--- src/rtl/uart_pkg.sv ---
// Shared UART definitions: FSM state encoding, default baud timing and data width.
// Used by the transmitter, the bit timer and the matching receiver.
// Build option: define UART_TX_PARITY_EN to add the PARITY state (8E1 frames).
package uart_pkg;

  // 50 MHz system clock at 110 baud
  localparam int unsigned DEFAULT_CLKS_PER_BIT = 454_545;
  localparam int unsigned DATA_BITS            = 8;
  localparam int unsigned STATE_W              = 3;

  typedef enum logic [STATE_W-1:0] {
    ST_IDLE      = 3'd0,
    ST_START_BIT = 3'd1,
    ST_DATA_BITS = 3'd2,
    ST_STOP_BIT  = 3'd3,
`ifdef UART_TX_PARITY_EN
    ST_PARITY    = 3'd5,
`endif
    ST_CLEANUP   = 3'd4
  } uart_state_e;

`ifdef UART_TX_PARITY_EN
  // Even parity: the parity bit makes the total count of ones even
  function automatic logic even_parity(input logic [DATA_BITS-1:0] data);
    return ^data;
  endfunction
`endif

endpackage : uart_pkg

--- src/rtl/uart_bit_timer.sv ---
// Bit-period counter: counts 0..CLKS_PER_BIT-1 and flags the last count of each bit.
// Shared by the UART transmitter and receiver; the counter never exceeds CLKS_PER_BIT-1.
module uart_bit_timer
  import uart_pkg::*;
#(
  parameter int unsigned CLKS_PER_BIT = DEFAULT_CLKS_PER_BIT
) (
  input  logic clk,
  input  logic rst_n,
  input  logic clear,
  output logic bit_end
);

  localparam int unsigned CNT_W = (CLKS_PER_BIT > 2) ? $clog2(CLKS_PER_BIT) : 1;
  localparam logic [CNT_W-1:0] CNT_LAST = CNT_W'(CLKS_PER_BIT - 1);

  logic [CNT_W-1:0] r_count;
  logic             w_last;

  assign w_last  = (r_count == CNT_LAST);
  assign bit_end = w_last;

  // Count within a bit; restart on clear or when the bit period completes
  always_ff @(posedge clk) begin
    if (!rst_n) begin
      r_count <= '0;
    end else if (clear || w_last) begin
      r_count <= '0;
    end else begin
      r_count <= r_count + CNT_W'(1);
    end
  end

endmodule : uart_bit_timer

--- src/rtl/uart_transmitter.sv ---
// UART transmitter: accepts one byte per valid/ready handshake and shifts it out
// LSB first as an 8N1 frame (start, 8 data, stop) at CLKS_PER_BIT clocks per bit.
// Build option: UART_TX_PARITY_EN inserts an even-parity bit before the stop bit.
// Every output is registered from the next-state view, so the line falls in the
// cycle right after the handshake edge.
module uart_transmitter
  import uart_pkg::*;
#(
  parameter int unsigned CLKS_PER_BIT = DEFAULT_CLKS_PER_BIT
) (
  input  logic                 clk,
  input  logic                 rst_n,
  input  logic                 tx_valid,
  input  logic [DATA_BITS-1:0] tx_data,
  output logic                 tx_ready,
  output logic                 uart_txd,
  output logic                 tx_busy,
  output logic                 tx_done
);

  localparam int unsigned IDX_W = $clog2(DATA_BITS);
  localparam logic [IDX_W-1:0] IDX_LAST = IDX_W'(DATA_BITS - 1);

  uart_state_e          r_state;
  uart_state_e          w_state_next;
  logic [DATA_BITS-1:0] r_shift;
  logic [IDX_W-1:0]     r_bit_idx;
  logic [IDX_W-1:0]     w_bit_idx_next;
  logic                 r_tx_ready;
  logic                 r_uart_txd;
  logic                 r_tx_busy;
  logic                 r_tx_done;
  logic                 w_txd_next;
  logic                 w_ready_next;
  logic                 w_busy_next;
  logic                 w_done_next;
  logic                 w_timer_clear;
  logic                 w_bit_end;
  logic                 w_handshake;
  logic                 w_last_bit;

  assign w_handshake = tx_valid && r_tx_ready;
  assign w_last_bit  = (r_bit_idx == IDX_LAST);

  assign tx_ready = r_tx_ready;
  assign uart_txd = r_uart_txd;
  assign tx_busy  = r_tx_busy;
  assign tx_done  = r_tx_done;

  // Bit-period timing, held cleared outside the serialising states
  uart_bit_timer #(
    .CLKS_PER_BIT (CLKS_PER_BIT)
  ) u_bit_timer (
    .clk     (clk),
    .rst_n   (rst_n),
    .clear   (w_timer_clear),
    .bit_end (w_bit_end)
  );

  // State register
  always_ff @(posedge clk) begin
    if (!rst_n) begin
      r_state <= ST_IDLE;
    end else begin
      r_state <= w_state_next;
    end
  end

  // Next-state logic; unused encodings recover to IDLE
  always_comb begin
    w_state_next = r_state;
    case (r_state)
      ST_IDLE: begin
        if (w_handshake) begin
          w_state_next = ST_START_BIT;
        end
      end
      ST_START_BIT: begin
        if (w_bit_end) begin
          w_state_next = ST_DATA_BITS;
        end
      end
      ST_DATA_BITS: begin
        if (w_bit_end && w_last_bit) begin
`ifdef UART_TX_PARITY_EN
          w_state_next = ST_PARITY;
`else
          w_state_next = ST_STOP_BIT;
`endif
        end
      end
`ifdef UART_TX_PARITY_EN
      ST_PARITY: begin
        if (w_bit_end) begin
          w_state_next = ST_STOP_BIT;
        end
      end
`endif
      ST_STOP_BIT: begin
        if (w_bit_end) begin
          w_state_next = ST_CLEANUP;
        end
      end
      ST_CLEANUP: begin
        w_state_next = ST_IDLE;
      end
      default: begin
        w_state_next = ST_IDLE;
      end
    endcase
  end

  // Output logic: values the output registers take on the coming edge
  always_comb begin
    w_timer_clear  = 1'b1;
    w_bit_idx_next = r_bit_idx;
    w_txd_next     = 1'b1;
    w_ready_next   = (w_state_next == ST_IDLE);
    w_busy_next    = (w_state_next != ST_IDLE);
    w_done_next    = (r_state == ST_STOP_BIT) && w_bit_end;

    case (r_state)
      ST_START_BIT, ST_DATA_BITS, ST_STOP_BIT: w_timer_clear = 1'b0;
`ifdef UART_TX_PARITY_EN
      ST_PARITY:                               w_timer_clear = 1'b0;
`endif
      default:                                 w_timer_clear = 1'b1;
    endcase

    if (w_state_next != ST_DATA_BITS) begin
      w_bit_idx_next = '0;
    end else if ((r_state == ST_DATA_BITS) && w_bit_end) begin
      w_bit_idx_next = r_bit_idx + IDX_W'(1);
    end

    case (w_state_next)
      ST_START_BIT: w_txd_next = 1'b0;
      ST_DATA_BITS: w_txd_next = r_shift[w_bit_idx_next];
`ifdef UART_TX_PARITY_EN
      ST_PARITY:    w_txd_next = even_parity(r_shift);
`endif
      default:      w_txd_next = 1'b1;
    endcase
  end

  // Output, bit-index and shift registers; the byte is captured only on handshake
  always_ff @(posedge clk) begin
    if (!rst_n) begin
      r_uart_txd <= 1'b1;
      r_tx_ready <= 1'b1;
      r_tx_busy  <= 1'b0;
      r_tx_done  <= 1'b0;
      r_bit_idx  <= '0;
      r_shift    <= '0;
    end else begin
      r_uart_txd <= w_txd_next;
      r_tx_ready <= w_ready_next;
      r_tx_busy  <= w_busy_next;
      r_tx_done  <= w_done_next;
      r_bit_idx  <= w_bit_idx_next;
      if (w_handshake) begin
        r_shift <= tx_data;
      end
    end
  end

endmodule : uart_transmitter
--- config.mk ---
export PLATFORM = sky130hd
export DESIGN_NAME = uart_transmitter
export DESIGN_NICKNAME = d
export VERILOG_FILES = /design/src/rtl/uart_pkg.sv /design/src/rtl/uart_bit_timer.sv /design/src/rtl/uart_transmitter.sv
export SDC_FILE = /design/constraint.sdc
export NUM_CORES = 1
export LEC_CHECK = 0
export BUFFER_PORTS_ARGS = -buffer_cell sky130_fd_sc_hd__buf_2
export CAP_MARGIN = 10
export CORE_ASPECT_RATIO = 0.9
export CORE_MARGIN = 3
export CORE_UTILIZATION = 60
export CTS_BUF_LIST = sky130_fd_sc_hd__clkbuf_4 sky130_fd_sc_hd__clkbuf_8
export CTS_CLUSTER_DIAMETER = 50
export DETAILED_ROUTE_END_ITERATION = 8
export GPL_ROUTABILITY_DRIVEN = 0
export GPL_TIMING_DRIVEN = 0
export PLACE_DENSITY = 0.85
export RECOVER_POWER = 50
export SYNTH_ARGS = -nofsm -noshare
export SYNTH_HDL_FRONTEND = slang
export SYNTH_SLANG_ARGS = --single-unit
--- constraint.sdc ---
create_clock -name clk -period 5.02 [get_ports clk]
set_input_delay 1.004 -clock clk [delete_from_list [all_inputs] [get_ports clk]]
set_output_delay 1.004 -clock clk [all_outputs]
set_load 0.01 [all_outputs]
Word level (Yosys, flattened, before mapping)
Index checks and enable logic that the tools add are counted.
{ "classes": {"magnitude_cmp": 1, "add_sub_neg": 2, "n_eq_ne": 8, "n_reduce_logical": 10, "n_mux": 11, "bitwise": 1} }
{ "ops": {"columns": ["operator", "n"], "rows": [
  ["19-bit by 1-bit adder with 19-bit output (second input constant)", 1],
  ["19-bit equality test (second input constant)", 1],
  ["3-bit two-way mux", 6],
  ["3-bit one-hot mux with 4 select lines", 1],
  ["3-bit by 2-bit equality test with 1-bit output (second input constant)", 3],
  ["3-bit by 1-bit equality test with 1-bit output (second input constant)", 2],
  ["3-bit logical NOT", 2],
  ["1-bit logical AND", 4],
  ["3-bit by 4-bit < comparator with 1-bit output (second input constant)", 1],
  ["3-bit by 1-bit adder with 3-bit output (second input constant)", 1],
  ["1-bit binary-select mux with 3-bit select", 1],
  ["3-bit equality test (second input constant)", 1],
  ["3-bit by 2-bit != test with 1-bit output (second input constant)", 1],
  ["3-bit nonzero test", 1],
  ["3-bit OR reduction", 1],
  ["1-bit two-way mux", 2],
  ["1-bit one-hot mux with 2 select lines", 1],
  ["2-bit OR reduction", 1],
  ["1-bit logical OR", 1],
  ["1-bit NOT", 1]
]} }
{ "word_totals": {"output_inout_bits": 4, "reg_bits": 37, "elab_cells": 41, "in_bits": 11} }

Logic depth before layout (Yosys ltp)
{ "logic_depth": {"word_depth": 9, "mapped_depth": 9, "ltp_nobuf": 8} }

Hierarchy
A second synthesis with hierarchy kept.
{ "unflattened": {"cells_unflattened": 200, "area_unflattened_um2": 1771.7} }
{ "by_module_without_submodules": {"columns": ["mod", "seq_area_each_um2", "instances", "area_per_inst_um2", "cells_each"], "rows": [
  ["uart_bit_timer", 380.4, 1, 930.9, 102],
  ["uart_transmitter", 360.3, 1, 840.8, 98]
]} }

Least setup slack after synthesis
Ideal clock, no wire load.
{ "synth_path": {"path_kind": "register to register", "start": "reg u_bit_timer.r_count[0]", "end": "reg r_uart_txd, in the netlist uart_txd", "setup_ps": 88, "t_arrival_ps": 1835, "required_time_ps": 4932, "stages_incl_launch_ff": 9, "path_slack_ps": 3097, "synth_period_minus_slack_ps": 1923, "n_path_buf": 0, "cell_sequence": "dfxtp_1 > inv_1 > ha_1 > nor4b_4 > and3_4 > a311o_1 > a221oi_2 > o21ai_1 > a311oi_2"} }
{ "synth_via": {"elab_chain_cells": 9, "word_cells_on_any_way": 15, "classes_between": "4 x eq/ne; 9 x mux; 2 x reduce/logical"} }
{ "synth_rtl": {"columns": ["item", "line", "text"], "rows": [
  ["start: declaration", "uart_bit_timer.sv:17", "logic [CNT_W-1:0] r_count;"],
  ["start signal: assignment", "uart_bit_timer.sv:30", "r_count <= r_count + CNT_W'(1);"],
  ["19-bit equality test (*)", "uart_bit_timer.sv:20", "assign w_last = (r_count == CNT_LAST);"],
  ["1-bit logical AND", "uart_transmitter.sv:84", "if (w_bit_end && w_last_bit) begin"],
  ["3-bit two-way mux", "uart_transmitter.sv:84", null],
  ["3-bit one-hot mux with 4 select lines", "uart_transmitter.sv:72", "case (r_state)"],
  ["3-bit by 2-bit != test with 1-bit output", "uart_transmitter.sv:130", "if (w_state_next != ST_DATA_BITS) begin"],
  ["3-bit two-way mux", "uart_transmitter.sv:130", null],
  ["1-bit binary-select mux with 3-bit select", "uart_transmitter.sv:138", "ST_DATA_BITS: w_txd_next = r_shift[w_bit_idx_next];"],
  ["1-bit two-way mux (implied by the code)", "uart_transmitter.sv:138", null],
  ["1-bit one-hot mux with 2 select lines (*)", "uart_transmitter.sv:136", "case (w_state_next)"],
  ["end signal: assignment", "uart_transmitter.sv:156", "r_uart_txd <= w_txd_next;"],
  ["end: declaration", "uart_transmitter.sv:30", "logic r_uart_txd;"]
]} }
Mark *: on every way between the ends. The rest lies on a longest branch, timed or not. The select of a mux whose other input is x is not followed.
A chain may end at the register's enable or synchronous reset.

Final worst setup path
{ "layout_path": {"start": "reg u_bit_timer.r_count[0]", "end": "reg u_bit_timer.r_count[13]"} }
{ "layout_via": {"elab_chain_cells": 3, "word_cells_on_any_way": 4, "classes_between": "1 x add/sub; 1 x eq/ne; 2 x reduce/logical"} }
{ "layout_rtl": {"columns": ["item"], "rows": [
  ["parallel branches: the longest is 3 deep, another holds 19-bit by 1-bit adder with 19-bit output"]
]} }
Parallel ways; which one is timed is not known.

==> out/results.txt <==
Setup Total Neg Slack: 0 ns
Syn avg cell area: 8.555 um^2
Slew HR: 0.5870
Clk slew on worst S/H paths: 0.11 ns
Num rows: 18
Routed wire length: 3680 um
Pwr dens: 269.0 nW/um^2
Deepest clock path buffer count: 2
Ports: 15
Initial drt markers: 105
Internal: 440.2 uW
Max Clk Rate: 0.4033 GHz
Die area: 3861 um^2
Area added between synthesis and finish: 9.795%
Grt ovf: 0
DR vias: 1546
Comb power frac: 0.061
RSZ-0062 raised after global routing: no
Post-Synth Simple-Gate Area: 0.3243
Post-route setup slack: 2.540 ns
Commonest non-fill, non-tap cell in the layout: dfxtp_1
CP Capture Type: flop
Max-cap viol count: 0
Post-CTS setup repair buffer count: 0
Post-route ant nets: 0
CTS Buf Count: 5
Mux cell area share after synthesis: 0.01588
Required time of the critical path: 5.25 ns
CP arrival: 2.71 ns
Syn_nets: 236
Status: complete, no violations
Sw Ratio: 0.2117
TritonCTS clock tree: done
Post-synthesis compound-gate area fraction: 0.1271
Peak supply drop: 0.0002300 V
Pleak: 0.7848 nW
Worst-case clock skew: 0.01457 ns
Adder-cell share of the synthesized area: 0.02647
Global-route wire length before repair: 6382 um
Final Setup Violations: 0
Endpoints failing hold: 0
Critical path peak fanout: 10
Largest family of logic cells by synthesized area: simple AND/OR/NAND/NOR gates
Synth Cell Area: 1891 um^2
Root buffer cell: clkbuf_4
Initial Util: 0.6558
CP delay by family, top: simple AND/OR/NAND/NOR gates
Synthesized instance count: 221
Minimum clock period: 2.480 ns
Final count of pins violating max slew: 0
P_sw: 118.2 uW
Share of cells above drive strength 1: 0.1481
Hold Crit Class: flop to flop
Initial antenna violation count: 0
GR Util All Layers: 0.2176
Startpoint types: flop
Vias per cell: 5.463
Crit Path Category: flop to flop
Clock power share: 0.392
Flop pwr share: 0.546
#FFs+latches synth: 37
CTS HTree Levels: 2
Die Height: 59.25 um
Hold Buf Count CTS: 0
Critical-path cell list: inv_1, ha_1, nor4b_1, and3_1, nand2_1, nand2_1, clkbuf_1, nor2_1
N_diodes: 0
# port buffers: 14
DP HPWL: 2706 um
Worst Setup Slack post-DPL: 2.668 ns
Core area: 2883 um^2
Largest net degree at the start of global routing: 12
Largest stage delay, worst path: 0.50 ns
Drt drc: 0
Clk_lat worst skew: 0.34 ns
Fin crit share: 0.4940
Library cells used by synthesis: 47
Sequential fraction of the synthesis area: 0.3918
Die width: 65.17 um
Buf+Inv Stages, Crit Path: 2
Vias in the first global route: 1400
Slew @ Worst Pin: 0.6139 ns
Most used cell, CP: nand2_1
Yosys warns: 0
Wirelength per Cell: 13.00 um
Clk sink count: 37
Post_cts resized: 0
Final net count: 257
Post-synthesis xor/xnor area fraction: 0.07876
Most frequent cells in the layout: 37 x dfxtp_1, 30 x nor2_1, 30 x nand2_1
Number of detailed-route iterations in the first pass: 4
CP max-delay cell: nor4b_1
## registers in the layout, summed over array words and instances (netlist names)
register,cells
r_state,3
u_bit_timer.r_count,19
r_shift,8
r_bit_idx,3
tx_busy,1
tx_ready,1
tx_done,1
uart_txd,1
## worst register-to-register path, delay by kind of cell, from the launching register on
family	cells	cell delay, ns
adders and majority gates	1	0.15
buffers and inverters	2	0.47
DFF	1	0.37
and+or+nand+nor	5	1.38
## power groups by stage
stage | clock (mW) | combinational [mW] | sequential [mW]
finish | 0.219 | 0.0343 | 0.305
detailed placement | 0 | 0.0356 | 0.312
global route | 0.236 | 0.0395 | 0.306
floorplan | 0 | 0.0230 | 0.312
global placement | 0 | 0.0347 | 0.312
CTS | 0.225 | 0.0357 | 0.305
## cells by family after synthesis
kind of cell / count (synthesis)
adders and majority gates: 4
and+or+nand+nor: 114
muxes: 3
DFF: 37
buffers and inverters: 13
xor gates and xnor gates: 17
AOI/OAI and AO/OA: 33
## cell usage after synthesis (all sizes together)
cell type | number | area share
dfxtp | 37 | 0.39
nand2 | 30 | 0.060
nor2 | 30 | 0.060
nand3 | 13 | 0.034
xor2 | 11 | 0.051
a21boi | 9 | 0.038
a21oi | 7 | 0.019
and3 | 7 | 0.026
nand4 | 7 | 0.023
clkbuf | 6 | 0.018
o21ai | 6 | 0.016
xnor2 | 6 | 0.028
inv | 5 | 0.0099
and2 | 4 | 0.015
ha | 4 | 0.026
nor3 | 4 | 0.011
mux2i | 3 | 0.016
nor3b | 3 | 0.012
nor4bb | 3 | 0.019
o211ai | 3 | 0.012
or2 | 3 | 0.0099
and4 | 2 | 0.011
buf | 2 | 0.0079
nand2b | 2 | 0.0066
a211o | 1 | 0.0046
a21o | 1 | 0.0046
a221oi | 1 | 0.0079
a22oi | 1 | 0.0040
a311o | 1 | 0.0053
a311oi | 1 | 0.0079
and4b | 1 | 0.0053
and4bb | 1 | 0.0066
nor2b | 1 | 0.0033
nor4 | 1 | 0.0033
nor4b | 1 | 0.013
o211a | 1 | 0.0053
o22ai | 1 | 0.0033
or3 | 1 | 0.0060
## worst paths after layout
kind	from	endpoint	slack [ns]	cells past startpoint
max	u_bit_timer.r_count[0]	u_bit_timer.r_count[13]	2.54	8
min	r_shift[7]	r_shift[7]	0.47	2
max reg2reg	u_bit_timer.r_count[0]	u_bit_timer.r_count[13]	2.54	8
min reg2reg	r_shift[7]	r_shift[7]	0.47	2
## metrics by stage
| stage | std cells | instance area (um^2) | hold WS [ns] | total power [mW] | utilization |
|---|---|---|---|---|---|
| after floorplan | 221 | 1891 | 0.4372 | 0.3349 | - |
| after global placement | 275 | 2011 | 0.4473 | 0.3463 | 0.6975 |
| after detailed placement | 275 | 2011 | 0.4599 | 0.3473 | 0.6975 |
| after CTS | 283 | 2100 | 0.4752 | 0.5658 | 0.7283 |
| after global routing | 283 | 2076 | 0.4940 | 0.5817 | 0.7201 |
| final | 283 | 2076 | 0.4702 | 0.5584 | 0.7201 |
## final cells by class
type	instances	area (um^2)
multi-input cells	171	1062
fillers	245	807.0
flip-flops and latches	37	740.7
repair buffers	14	66.31
clock buffers	7	58.81
well taps	40	50.05
plain buffers	8	48.80
clock inverters	1	30.03
inverters	5	18.77
## metal layers
| layer | vias to the layer above | global-route usage | part of all wire |
|---|---|---|---|
| li1 | 817 | - | - |
| met1 | 686 | 0.3034 | 0.50 |
| met2 | 37 | 0.3146 | 0.42 |
| met3 | 6 | 0.05123 | 0.054 |
| met4 | 0 | 0.1095 | 0.021 |
| met5 | - | 0 | 0 |
(Power assumes the default switching activity.)
